**config.mk**
```make
export PLATFORM = sky130hd
export DESIGN_NAME = ca90_im_gen_ctrl
export DESIGN_NICKNAME = d
export VERILOG_FILES = /design/src/rtl/ca90_im_gen_ctrl.sv
export SDC_FILE = /design/constraint.sdc
export NUM_CORES = 1
export LEC_CHECK = 0
export ABC_AREA = 0
export ABC_CLOCK_PERIOD_IN_PS = 2600
export CAP_MARGIN = 20
export CORE_MARGIN = 2
export CORE_UTILIZATION = 23
export CTS_CLUSTER_SIZE = 16
export DETAILED_ROUTE_END_ITERATION = 10
export PLACE_DENSITY = 0.42
export REMOVE_ABC_BUFFERS = 1
export SLEW_MARGIN = 20
export SYNTH_ARGS = -nofsm -noshare
export SYNTH_HDL_FRONTEND = slang
export SYNTH_SLANG_ARGS = --single-unit
```
**constraint.sdc**
```tcl
create_clock -name clk -period 2.6 [get_ports clk]
set_input_delay 0.39 -clock clk [delete_from_list [all_inputs] [get_ports clk]]
set_output_delay 0.39 -clock clk [all_outputs]
set_load 0.005 [all_outputs]
```
**src/rtl/ca90_im_gen_ctrl.sv**
```systemverilog
// CA90 item-memory generator: seeds a DIM-bit register, optionally warms it up,
// then streams ca90^k(seed) over a valid/ready port. Optional: CA90_ZERO_SEED_CHECK_EN.

module ca90_rule #(
    parameter int DIM = 8
) (
    input  logic [DIM-1:0] v,
    output logic [DIM-1:0] nxt
);
    for (genvar i = 0; i < DIM; i++) begin : g_bit
        assign nxt[i] = v[(i + DIM - 1) % DIM] ^ v[(i + 1) % DIM];
    end
endmodule

module ca90_im_gen_ctrl #(
    parameter int DIM         = 8,
    parameter int NUM_MAX_VEC = 256,
    parameter int WARMUP      = 0,
    localparam int ADDR_W     = $clog2(NUM_MAX_VEC)
) (
    input  logic              clk,
    input  logic              rst_n,
    input  logic              start,
    input  logic [DIM-1:0]    seed,
    input  logic [ADDR_W:0]   num_vec,
    input  logic              abort,
    output logic              out_valid,
    input  logic              out_ready,
    output logic [DIM-1:0]    out_vec,
    output logic [ADDR_W-1:0] out_addr,
    output logic              busy,
    output logic              done
`ifdef CA90_ZERO_SEED_CHECK_EN
    ,
    output logic              seed_err
`endif
);
    typedef enum logic [1:0] {IDLE, WARM, EMIT, DONE} state_t;

    localparam logic [ADDR_W:0] NUM_MAX   = (ADDR_W + 1)'(NUM_MAX_VEC);
    localparam logic [15:0]     WARM_LAST = 16'((WARMUP > 0) ? WARMUP - 1 : 0);

    state_t              state_q, state_d;
    logic [DIM-1:0]      vec_q, vec_d, vec_nxt;
    logic [ADDR_W-1:0]   idx_q, idx_d;
    logic [ADDR_W:0]     num_q, num_d, num_clamp;
    logic [15:0]         wcnt_q, wcnt_d;
    logic                seed_bad;

    ca90_rule #(.DIM(DIM)) u_rule (.v(vec_q), .nxt(vec_nxt));

    assign num_clamp = (num_vec > NUM_MAX) ? NUM_MAX : num_vec;

`ifdef CA90_ZERO_SEED_CHECK_EN
    // All-zeros is a CA90 fixed point, so such a run would be useless.
    assign seed_bad = (seed == '0);

    always_ff @(posedge clk or negedge rst_n) begin
        if (!rst_n) seed_err <= 1'b0;
        else        seed_err <= (state_q == IDLE) && start && seed_bad;
    end
`else
    assign seed_bad = 1'b0;
`endif

    always_comb begin
        state_d = state_q;
        vec_d   = vec_q;
        idx_d   = idx_q;
        num_d   = num_q;
        wcnt_d  = wcnt_q;
        case (state_q)
            IDLE: begin
                if (start && !seed_bad) begin
                    vec_d  = seed;
                    idx_d  = '0;
                    wcnt_d = '0;
                    num_d  = num_clamp;
                    if (num_clamp == '0) state_d = DONE;
                    else if (WARMUP > 0) state_d = WARM;
                    else                 state_d = EMIT;
                end
            end
            WARM: begin
                if (abort) begin
                    state_d = IDLE;
                end else begin
                    vec_d  = vec_nxt;
                    wcnt_d = wcnt_q + 16'd1;
                    if (wcnt_q == WARM_LAST) state_d = EMIT;
                end
            end
            EMIT: begin
                // abort wins over a same-cycle handshake; vec_q is left untouched
                if (abort) begin
                    state_d = IDLE;
                end else if (out_ready) begin
                    vec_d = vec_nxt;
                    idx_d = idx_q + ADDR_W'(1);
                    if ({1'b0, idx_q} == num_q - (ADDR_W + 1)'(1)) state_d = DONE;
                end
            end
            DONE:    state_d = IDLE;
            default: state_d = IDLE;
        endcase
    end

    always_ff @(posedge clk or negedge rst_n) begin
        if (!rst_n) begin
            state_q <= IDLE;
            vec_q   <= '0;
            idx_q   <= '0;
            num_q   <= '0;
            wcnt_q  <= '0;
        end else begin
            state_q <= state_d;
            vec_q   <= vec_d;
            idx_q   <= idx_d;
            num_q   <= num_d;
            wcnt_q  <= wcnt_d;
        end
    end

    assign out_valid = (state_q == EMIT);
    assign out_vec   = vec_q;
    assign out_addr  = idx_q;
    assign busy      = (state_q != IDLE);
    assign done      = (state_q == DONE);
endmodule
```
# Yosys cells after proc, flatten, opt, wreduce, memory -nomap -nowiden
# Cells that the tools add are included.
[op_classes] add_sub_neg=3 n_lt_le_gt_ge=1 n_eq_ne=11 n_mux=21 n_bitwise=8 n_reduce_logical=12
[ops] cell="$mux W8" count=7
[ops] cell="$mux W16" count=2
[ops] cell="$pmux W16 S2" count=1
[ops] cell="$pmux W8 S3" count=1
[ops] cell="$add A16 B1 Y16 const B" count=1
[ops] cell="$logic_not A16 Y1" count=1
[ops] cell="$pmux W8 S2" count=1
[ops] cell="$mux W2" count=6
[ops] cell="$eq A8 B9 Y1" count=1
[ops] cell="$gt A9 B9 Y1 const B" count=1
[ops] cell="$logic_not A9 Y1" count=1
[ops] cell="$mux W9" count=1
[ops] cell="$sub A9 B1 Y9 const B" count=1
[ops] cell="$add A8 B1 Y8 const B" count=1
[ops] cell="$pmux W2 S4" count=1
[ops] cell="$reduce_and A4 Y1" count=2
[ops] cell="$xor A1 B1 Y1" count=8
[ops] cell="$ne A2 B2 Y1 const B" count=3
[ops] cell="$ne A3 B2 Y1 const B" count=2
[ops] cell="$reduce_bool A2 Y1" count=3
[ops] cell="$reduce_and A5 Y1" count=1
[ops] cell="$eq A2 B2 Y1 const B" count=2
[ops] cell="$ne A3 B3 Y1 const B" count=1
[ops] cell="$reduce_and A3 Y1" count=1
[ops] cell="6 further kinds" count=6
[word_totals] regBits=43 inputBits=22 out_inout_bits=19 word_cells=61

# Depth between registers and ports, before layout
[depth] ltp_word=6 depth_mapped=9 ltp_nobuf=8

# Hierarchy
# From an unflattened synthesis, not the netlist that was laid out.
[hier_totals] cells_unflattened=280 hier_area_um2=2546.2
[by_module_without_submodules] mod="ca90_im_gen_ctrl" instances=1 cells_per_inst=272 area_each_um2=2476.1 seq_area_each_um2=1076.0
[by_module_without_submodules] mod="ca90_rule" instances=1 cells_per_inst=8 area_each_um2=70.1 seq_area_each_um2=0.0

# Worst setup path after synthesis
# Ideal clock, no wire load.
[synth_timing] path_kind="flip-flop to flip-flop" startpoint="reg num_q[0]" endpoint="reg state_q[0]" setup_ns=0.131 t_arrival_ns=2.161 t_required_ns=2.469 path_slack_ns=0.308 path_stages_with_launch=9 n_path_buf=0 period_less_slack_ns=2.292 path_cell_list="dfrtp_1 -> inv_1 -> ha_1 -> or3b_4 -> nor3_1 -> mux2_2 -> o211ai_2 -> o221ai_1 -> or3_1"
[synth_between] elab_chain_cells=4
[synth_rtl] element="start: declaration" line="46" text="logic [ADDR_W:0] num_q, num_d, num_clamp;"
[synth_rtl] element="start signal: assignment" line="119" text="num_q <= num_d;"
[synth_rtl] element="$sub A9 B1 Y9" line="100" text="if ({1'b0, idx_q} == num_q - (ADDR_W + 1)'(1)) state_d = DONE;"
[synth_rtl] element="$eq A8 B9 Y1" line="100"
[synth_rtl] element="$ne A3 B2 Y1 (no line)"
[synth_rtl] element="$reduce_and A4 Y1 (no line)"
[synth_rtl] element="end signal: assignment" line="116" text="state_q <= state_d;"
[synth_rtl] element="end: declaration" line="43" text="state_t state_q, state_d;"
# No other way between the ends.
# A chain may end at the register's enable or synchronous reset.

# Worst setup path after layout
# Ends and elaborated chain as after synthesis.

==> impl_metrics.json <==
{
  "vdd_drop_max_mv": 0.376,
  "p_total_uw": 2710,
  "dieWidth_um": 109,
  "finalCriticalPeriod_ns": 2.44,
  "power.leakage_uw": 0.00132,
  "clockBufferDepth": 2,
  "routed_via_density": 4.56,
  "stdcell_count": 484,
  "drc": 0,
  "critPathMaxStageDelay_ns": 0.43,
  "wl_per_cell_um": 13.5,
  "cap_violations": 0,
  "syn_area_per_cell_um2": 8.62,
  "placed_cells": 475,
  "drtIter0Drc": 69,
  "clk_pin_slew_ns": 0.08,
  "finalSetupViolations": 0,
  "clock.fmax_ghz": 0.410,
  "skew_ns": 0.00746,
  "seq_area_mm2": 0.00108,
  "finalSetupTns_ns": 0,
  "slew_violations": 0,
  "antennaDiodeCount": 0,
  "rows": 38,
  "htreeDepth": 2,
  "rsz0062_at_grt": "no",
  "synth-seq-cells": 43,
  "nets": 373,
  "path_cells": "inv_1, ha_1, or3b_4, or4_1, nand3_1, o211ai_2, and4_1, or3_1",
  "first_global_vias": 2230,
  "powerDensity_mw_per_mm2": 837,
  "cp_slowest_cell": "dfrtp_1",
  "grt.total_usage_pct": 11.7,
  "ant_nets": 0,
  "synth_edf_count": 0,
  "ys_seq_area_share_pct": 42.2,
  "grt_max_degree": 31,
  "clock_sinks": 43,
  "dpl.hpwl_um": 4890,
  "crit_type": "flop to flop",
  "cts_tree": "built",
  "ys_async_sr_fraction_pct": 100,
  "outcome": "finished, final reports clean",
  "die_y_um": 109,
  "worst_slack_ns": 0.164,
  "area_delta_synth_final_pct": 27.0,
  "timing.final.crit_share_pct": 93.7,
  "grt_pass1_wl_um": 11000,
  "clockRootBuffer": "clkbuf_8",
  "worstSetupEndpointType": "flop",
  "startpoint_type": "flop",
  "overflow": 0,
  "wirelength_um": 6510,
  "drive_above_1_share_pct": 5.81,
  "dp_slack_ns": 0.136,
  "multi_input_area_mm2": 0.00140,
  "antenna_found_initial": 0,
  "syn_area_mm2": 0.00255,
  "relSlewSlack_pct": 66.5,
  "syn_inst": 296,
  "ys.warnings.count": 0,
  "min-delay-path-class": "input port to asynchronous set/reset pin",
  "initial_core_util_pct": 23.5,
  "first_pass_iters": 4,
  "dieArea_mm2": 0.0120,
  "ioPinCount": 41,
  "final_hold_viol_count": 0,
  "synthFlopType": "dfrtp_1",
  "crit_arrival_ns": 2.61,
  "worst_slew_pin_slew_ns": 0.495,
  "place_congestion": 0.759,
  "worstPathMaxFanout": 5,
  "cts_buffers": 5,
  "fillCellCount": 1188,
  "insertion_delay_ns": 0.30,
  "yosysUniqueCellTypes": 42,
  "portBuffers": 40,
  "coreArea_mm2": 0.0108,
  "cp.required_ns": 2.77,
  "vias": 2206
}
-- cells in the mapped netlist, types with 9 or more instances --
master / n / area share [%]
nand2_1: 40 / 5.9
inv_1: 13 / 1.9
nand2b_1: 10 / 2.5
a21oi_1: 9 / 1.8
xor2_1: 12 / 4.1
dfrtp_1: 43 / 42
o21ai_0: 32 / 6.3
nor2_1: 30 / 4.4
xnor2_1: 18 / 6.2
nand4_1: 11 / 2.7
-- through the flow --
stage	hold WS [ns]	instance area, um^2	utilization [%]
after floorplan	0.0944	2520	-
after global placement	0.318	3140	29.0
after detailed placement	0.315	3140	29.0
after CTS	0.539	3240	29.8
after global routing	0.560	3240	29.9
final	0.521	3240	29.9
-- power by group --
group	switching (uW)	leakage (uW)	internal, uW	total, uW
clock network	232	0.0000422	189	421
logic	601	0.000703	635	1240
registers	234	0.000571	823	1060
total	1070	0.00132	1650	2710
-- layer usage --
layer | up-vias | GRT usage (%) | wire length [um]
met3 | 9 | 2.37 | 253
met5 | - | 0 | 0
met2 | 45 | 19.3 | 3080
li1 | 1120 | - | -
met1 | 1032 | 15.3 | 3080
met4 | 0 | 4.07 | 97
-- layout make-up --
cell class,count,area share [%]
clock buffer,7,2.36
clock inverter,1,0.154
inverter,13,1.51
multi-input combinational,232,43.2
sequential,43,33.2
tap,140,5.41
timing repair buffer,48,14.1
-- path summary, 6_finish.rpt --
| check | startpoint | endpoint | slack (ns) | cells past startpoint |
|---|---|---|---|---|
| setup reg to reg | num_q[0]$_DFFE_PN0P_ | state_q[0]$_DFFE_PN0P_ | 0.16 | 8 |
| hold reg to reg | num_q[1]$_DFFE_PN0P_ | num_q[1]$_DFFE_PN0P_ | 0.55 | 2 |
| hold / removal | rst_n | num_q[6]$_DFFE_PN0P_ | 0.52 | 2 |
| min in group clk | num_q[1]$_DFFE_PN0P_ | num_q[1]$_DFFE_PN0P_ | 0.55 | 2 |
| max in group asynchronous | rst_n | state_q[0]$_DFFE_PN0P_ | 1.36 | 3 |
| setup / recovery | num_q[0]$_DFFE_PN0P_ | state_q[0]$_DFFE_PN0P_ | 0.16 | 8 |
-- logic make-up (layout without fill, tap and decap cells) --
group,after synthesis,count (layout),share of synthesized area (%)
muxes,3,3,1.32
buffers and inverters,21,69,3.09
and+or+nand+nor,134,134,26.3
AOI/OAI and AO/OA,57,57,12.9
DFF,43,43,42.2
adders and majority gates,8,8,3.92
xor gates and xnor gates,30,30,10.3
-- worst max-delay path: cells and delay by family, from the launching register on --
family	cells	cell delay (ns)
adders and majority gates	1	0.19
AOI/OAI and AO/OA	1	0.10
and+or+nand+nor	5	1.51
buffers and inverters	1	0.08
DFF	1	0.43
-- sequential cells by signal (all words and copies together) (netlist names) --
name,cells
wcnt_q,16
num_q,9
out_addr,8
out_vec,8
state_q,2
-- placed cells by master, fill, tap and decap left out, types with 3 or more instances in the layout --
| master | synthesis | layout |
|---|---|---|
| dfrtp_1 | 43 | 43 |
| nand2_1 | 40 | 40 |
| clkdlybuf4s50_1 | 0 | 39 |
| o21ai_0 | 32 | 32 |
| nor2_1 | 30 | 30 |
| xnor2_1 | 18 | 18 |
| inv_1 | 13 | 13 |
| xor2_1 | 12 | 12 |
| nand4_1 | 11 | 11 |
| nand2b_1 | 10 | 10 |
| a21oi_1 | 9 | 9 |
| nand3_1 | 8 | 8 |
| ha_1 | 8 | 8 |
| nor3_1 | 8 | 7 |
| buf_4 | 0 | 7 |
| nor4_1 | 5 | 5 |
| clkbuf_8 | 0 | 5 |
| or3_1 | 4 | 4 |
| and3_1 | 4 | 4 |
| mux2_2 | 3 | 3 |
| o22ai_1 | 3 | 3 |
-- what timing repair did --
action | in CTS | in global routing
hold endpoints to repair | 13 | 0
gates resized for setup | 0 | 1
hold buffers | 1 | 0
setup buffers | 0 | 0
setup endpoints to repair | 0 | 1
Power figures use the tool's default switching activity.
